**src/rtl/pc_sequencer.sv**
```systemverilog
// pc_sequencer: fetch-stage PC owner with redirect priority, memory-wait pending redirect and flush control
module pc_sequencer #(
  parameter int N = 32,
  parameter logic [N-1:0] RESET_PC = '0,
  parameter logic [N-1:0] EXC_VEC = N'(32'h0000_0008),
  parameter int CNT_W = 16
) (
  input  logic             clk,
  input  logic             rst,
  input  logic             i_stall,
  input  logic             i_jump,
  input  logic [N-1:0]     i_jump_target,
  input  logic             i_branch_taken,
  input  logic [N-1:0]     i_branch_target,
  input  logic             i_exc,
  input  logic             i_eret,
  input  logic [N-1:0]     i_epc,
  input  logic             i_halt,
  input  logic             i_imem_ready,
  output logic [N-1:0]     o_pc,
  output logic             o_fetch_valid,
  output logic             o_flush_if,
  output logic             o_flush_id,
  output logic [CNT_W-1:0] o_stall_cnt
);
  typedef enum logic [1:0] {BOOT, RUN, WAIT, HALT} state_t;
  state_t state;
  logic [N-1:0] pend_pc, tgt, apply_pc;
  logic [2:0] pend_pri, pri;
  logic pend_vld, redir, win, active, apply, to_halt, hold;
  // redirect selection, pending-vs-current arbitration and flush decode
  always_comb begin
    active = state == RUN || state == WAIT;
    redir = i_exc || i_eret || i_branch_taken || i_jump;
    pri = i_exc ? 3'd4 : i_eret ? 3'd3 : i_branch_taken ? 3'd2 : i_jump ? 3'd1 : 3'd0;
    tgt = i_exc ? EXC_VEC : i_eret ? i_epc : i_branch_taken ? i_branch_target : i_jump_target;
    win = redir && (!pend_vld || pri > pend_pri);
    apply_pc = win ? tgt : pend_pc;
    apply = state == RUN ? redir : state == WAIT ? i_imem_ready && (redir || pend_vld) : state == HALT && i_exc;
    to_halt = active && i_halt && !redir && !pend_vld;
    hold = active && !apply && !to_halt && (i_stall || !i_imem_ready);
    o_flush_if = !rst && apply;
    o_flush_id = !rst && ((active && (i_exc || i_eret || i_branch_taken)) || (state == HALT && i_exc));
  end
  // state, PC, pending redirect and saturating stall counter
  always_ff @(posedge clk) begin
    if (rst) begin
      state <= BOOT;
      o_pc <= RESET_PC;
      o_fetch_valid <= 1'b0;
      pend_vld <= 1'b0;
      pend_pc <= RESET_PC;
      pend_pri <= 3'd0;
      o_stall_cnt <= '0;
    end else begin
      if (hold && !(&o_stall_cnt)) o_stall_cnt <= o_stall_cnt + 1'b1;
      if (state == BOOT) begin
        state <= RUN;
        o_fetch_valid <= 1'b1;
      end else if (apply) begin
        o_pc <= apply_pc;
        state <= RUN;
        o_fetch_valid <= 1'b1;
        pend_vld <= 1'b0;
      end else if (to_halt) begin
        state <= HALT;
        o_fetch_valid <= 1'b0;
      end else if (state == WAIT && !i_imem_ready) begin
        if (win) begin
          pend_pc <= tgt;
          pend_pri <= pri;
          pend_vld <= 1'b1;
        end
      end else if (state == RUN && !i_imem_ready) begin
        state <= WAIT;
      end else if (state != HALT) begin
        state <= RUN;
        if (!i_stall) o_pc <= o_pc + 1'b1;
      end
    end
  end
endmodule

```
**config.mk**
```make
export PLATFORM = sky130hd
export DESIGN_NAME = pc_sequencer
export DESIGN_NICKNAME = d
export VERILOG_FILES = /design/src/rtl/pc_sequencer.sv
export SDC_FILE = /design/constraint.sdc
export NUM_CORES = 1
export LEC_CHECK = 0
export BUFFER_PORTS_ARGS = -buffer_cell sky130_fd_sc_hd__buf_4
export CAP_MARGIN = 20
export CORE_MARGIN = 2
export CORE_UTILIZATION = 37
export DETAILED_ROUTE_END_ITERATION = 8
export PLACE_DENSITY = 0.71
export SLEW_MARGIN = 20
export SYNTH_ARGS = -nofsm -noshare
export SYNTH_HDL_FRONTEND = slang
export SYNTH_SLANG_ARGS = --single-unit
```
**constraint.sdc**
```tcl
create_clock -name clk -period 6.1 [get_ports clk]
set_input_delay 1.22 -clock clk [delete_from_list [all_inputs] [get_ports clk]]
set_output_delay 1.22 -clock clk [all_outputs]
set_load 0.02 [all_outputs]
```
==> Word level (Yosys, flattened, before mapping) <==
Cells that the tools add are included.
{ "totals": {"ff_bits": 87, "inputBits": 105, "out_inout_bits": 51, "wordCells": 98} }
{ "classes": {"add_sub_neg": 2, "order_cmp": 1, "eq_ne": 10, "muxes": 29, "n_bitwise": 3, "reduce_logical": 45} }
{ "op_table": {"columns": ["op", "n"], "rows": [
  ["$mux W32", 10],
  ["$add A32 B1 Y32 const B", 1],
  ["$add A16 B1 Y16 const B", 1],
  ["$reduce_and A16 Y1", 1],
  ["$logic_and A1 B1 Y1", 15],
  ["$mux W1", 12],
  ["$mux W2", 6],
  ["$ne A2 B2 Y1 const B", 5],
  ["$logic_or A1 B1 Y1", 8],
  ["$reduce_and A4 Y1", 2],
  ["$logic_not A1 Y1", 7],
  ["$reduce_and A6 Y1", 1],
  ["$reduce_bool A2 Y1", 3],
  ["$reduce_bool A3 Y1", 2],
  ["$reduce_and A5 Y1", 1],
  ["$reduce_bool A5 Y1", 1],
  ["$eq A2 B2 Y1 const B", 2],
  ["$ne A4 B4 Y1 const B", 1],
  ["$reduce_and A2 Y1", 2],
  ["$gt A3 B3 Y1", 1],
  ["$mux W3", 1],
  ["$not A1 Y1", 3],
  ["$reduce_or A3 Y1", 1],
  ["$eq A2 B1 Y1 const B", 1],
  ["other kinds (2)", 2]
]} }

==> Logic depth before layout (Yosys ltp) <==
{ "logic_depth": {"word_depth": 12, "mapped_depth": 15, "depth_no_buf": 9} }

==> Least setup slack after synthesis <==
No wires, ideal clock.
{ "synth_path": {"path_kind": "input -> register", "from": "in i_branch_taken", "to": "reg o_pc[2]", "setup_time_ps": 133, "arrival_time_ps": 4132, "t_required_ps": 5967, "setup_slack_ps": 1835, "path_stages": 13, "n_path_buf": 6, "path_cell_list": "buf_6 > clkbuf_1 > buf_1 > nor2b_1 > o21bai_1 > ha_1 > nand4_1 > and3_1 > clkbuf_1 > buf_2 > buf_1 > mux2i_1 > o22ai_1"} }
{ "synth_between": {"elab_chain_len": 8, "word_cells_on_any_way": 26, "classes_between": "1 x order compare; 4 x eq/ne; 10 x mux; 11 x reduce/logical"} }
{ "synth_lines": {"columns": ["item", "line_no", "text"], "rows": [
  ["from (decl)", "13", "input logic i_branch_taken,"],
  ["$mux W2 or $logic_or A1 B1 Y1 (tied branches) (2 in a row)", "35, 34", null],
  ["$mux W3 or $logic_or A1 B1 Y1 (tied branches)", "35, 39", null],
  ["$gt A3 B3 Y1 or $logic_and A1 B1 Y1 (tied branches)", "37, 39", null],
  ["$logic_or A1 B1 Y1 or $mux W1 (tied branches)", "37, 39", null],
  ["$logic_and A1 B1 Y1 or $mux W1 (tied branches)", "37, 39", null],
  ["$mux W32, or another cell as far along", null, null],
  ["$mux W32 or $reduce_and A6 Y1 (tied branches)", null, null],
  ["to (signal assigned)", "61", "o_pc <= apply_pc;"],
  ["to (signal assigned)", "78", "if (!i_stall) o_pc <= o_pc + 1'b1;"],
  ["to (decl)", "20", "output logic [N-1:0] o_pc,"]
]} }
Several ways; a longest one is shown, not always the timed one.
A chain may end at the register's enable or synchronous reset.

==> Final worst setup path <==
{ "layout_path": {"from": "in i_branch_taken", "to": "out o_flush_if"} }
{ "layout_between": {"elab_chain_len": 7} }
{ "layout_lines": {"columns": ["item", "line_no", "text"], "rows": [
  ["$logic_or A1 B1 Y1 (*) (2 in a row)", "34", "redir = i_exc || i_eret || i_branch_taken || i_jump;"],
  ["$logic_or A1 B1 Y1", "39", "apply = state == RUN ? redir : state == WAIT ? i_imem_ready && (redir || pend_vld) : state == HALT && i_exc;"],
  ["$logic_and A1 B1 Y1", "39", null],
  ["$mux W1", "39", null],
  ["$mux W1 (*)", "39", null],
  ["$logic_and A1 B1 Y1 (*)", "42", "o_flush_if = !rst && apply;"],
  ["to (decl)", "22", "output logic o_flush_if,"]
]} }
Every way passes the cells marked *; elsewhere a longest branch is shown, timed or not.

==> results.toml <==
[logic_synthesis]
synth_most_common_cell = "nand2_1"
synth_cell_types = 56
syn_nets = 851
yosys_warnings = 0
synth_top_area_share_pct = 31.04
synth.top_cells.by_count = "112 x nand2_1, 87 x dfxtp_1, 77 x nor2_1, 64 x a21oi_1, 50 x mux2i_1"
synth.largest_area_cell = "dfxtp_1"
async_flop_share_pct = 0
syn_inst = 737
synthFlopType = "dfxtp_1"
synth_seq_cells = 87
ys_seq_area_share_pct = 31.04
synth_enable_flop_cells = 0
synth.area.top_cells = "dfxtp_1 31%, mux2i_1 8.9%, nand2_1 7.5%"
syn-mean-instance-area_um2 = 7.614
syn_area_mm2 = 0.005612

[timing]
rsz0062_at_grt = "false"
fin_crit_ns = 4.424
fmax_mhz = 226.0
setup_ws_ns = 1.676
slew-limit-headroom_pct = 25.90
drv_slew = 0
setup_tns_ns = 0
hold_violations = 0
worst_pin_slew_ns = 1.111
setup_violations = 0
fin_crit_sh_pct = 72.53
skew_ns = 0.008092
hold_slack_ns = 0.4523

[clock_tree]
clk_pin_slew_worst_paths_ns = 0.06
cts_tree = "done"
clk_path_buf_depth = 2
ctsResizeCount = 0
htreeDepth = 3
cts_buffers = 9
clk_latency_ns = 0.35
cts_setup_buffers = 0
postCtsHoldBufs = 0
clock_sinks = 87
root_buffer = "clkbuf_16"

[detailed_routing]
drt_wl_total_mm = 17.13
dr.pass1.iters = 5
drcViolationCount = 0
drtIter0Drc = 390
drt-vias-per-instance = 5.469
wl_per_cell_um = 16.34
vias = 5732
antenna_left = 0

[floorplan]
start_util_pct = 37.33
dieWidth_um = 127.2
fp.dieH_um = 127.2
dieArea_mm2 = 0.01617
rows = 45
core_mm2 = 0.01503
io_pins = 156

[cells_and_area]
antennaDiodeCount = 0
fin_nets = 969
drive_above_1_share_pct = 23.60
syn2layout_area_growth_pct = 26.44
fin_util_pct = 47.20

[worst_setup_path]
critPathRequiredTime_ns = 4.88
path_cells = "buf_4 > or4_4 > a21o_4 > nand2_1 > nor2_1 > buf_4"
arrival_ns = 3.20
cp-end-kind = "output pin"
start_kind = "primary input"
cp_slowest_stage_delay_ns = 0.62
cpMostUsedCell = "buf_4"
cpMaxStageDelayCell = "or4_4"
worstSetupPathType = "in -> out"
cp_max_fo = 36

[placement]
port_buffers = 155
dpl_worst_slack_ns = 1.671
gp_congestion = 0.8985
dp_hpwl_mm = 12.46

[power]
power.density_mw_per_mm2 = 202.1
power.leakage_uw = 0.002907
irDropWorstVdd_mv = 0.1352
fin_total_pwr_uw = 1434

[grt]
grt_max_degree = 61
grt_overflow_total = 0
track_usage_pct = 21.06
antenna_found_initial = 0
grt_pass1_wl_mm = 27.52
first_global_vias = 5418

[hold_path]
hold_class = "reg -> reg"

[status]
status = "finished, final reports clean"

[run]
drv_cap = 0
[worst max-delay path, delay by kind of cell]
| kind | cells | cell delay, ns |
|---|---|---|
| AOI/OAI and AO/OA | 1 | 0.23 |
| buffers and inverters | 2 | 0.46 |
| and+or+nand+nor | 3 | 1.26 |
[final timing paths]
| path | from | endpoint | slack, ns | cells after the start |
|---|---|---|---|---|
| max reg2reg | state[1] | o_pc[3] | 3.02 | 7 |
| min reg2reg | pend_pc[18] | pend_pc[18] | 0.45 | 2 |
| min | pend_pc[18] | pend_pc[18] | 0.45 | 2 |
| max | i_branch_taken | o_flush_if | 1.68 | 6 |
[through the flow]
step	area, um2	std cells
final	7096	1048
after global routing	7096	1048
after CTS	7096	1048
after detailed placement	6797	1032
after global placement	6797	1032
after floorplan	5612	737
[registers in the layout (all words and copies together) (netlist names)]
register,cells
pend_pri,3
o_fetch_valid,1
pend_vld,1
o_stall_cnt,16
o_pc,32
pend_pc,32
state,2
[power by group]
| group | switching [uW] | internal (uW) | leakage [uW] |
|---|---|---|---|
| combinational | 144 | 120 | 0.00206 |
| clock | 237 | 331 | 0.000147 |
| sequential | 21.1 | 582 | 0.000704 |
| total | 402 | 1030 | 0.00291 |
[cell usage in the layout, fill, tap and decap left out, types with 14 or more instances in the layout]
cell type and instances:
buf_4 160, nand2_1 112, dfxtp_1 87, nor2_1 77
a21oi_1 64, mux2i_1 50, nand3_1 33, mux2_2 22
o21ai_0 20, nand4_1 18, nor3_1 17, a31oi_1 14
[cell type report]
| cell class | count | area (um2) |
|---|---|---|
| sequential | 87 | 1742 |
| inverter | 12 | 45.04 |
| tap | 188 | 235.2 |
| clock inverter | 4 | 52.55 |
| timing repair buffer | 160 | 1201 |
| clock buffer | 12 | 246.5 |
| multi-input combinational | 585 | 3573 |
| fill | 1495 | 7938 |
[logic make-up after synthesis]
| group | count (synthesis) | share of synthesized area [%] |
|---|---|---|
| AOI/OAI and AO/OA | 157 | 17.64 |
| buffers and inverters | 65 | 5.284 |
| xor gates and xnor gates | 12 | 1.873 |
| adders and majority gates | 9 | 2.007 |
| and+or+nand+nor | 335 | 28.83 |
| muxes | 72 | 13.33 |
| DFF | 87 | 31.04 |
[per-layer routing]
metal | GRT usage (%) | wire length [um] | up-vias
li1 | - | - | 2900
met1 | 25.69 | 7278 | 2636
met2 | 37.13 | 8503 | 166
met3 | 3.853 | 883 | 30
met4 | 7.628 | 463 | 0
met5 | 0 | 0 | -
Power figures use the tool's default switching activity.
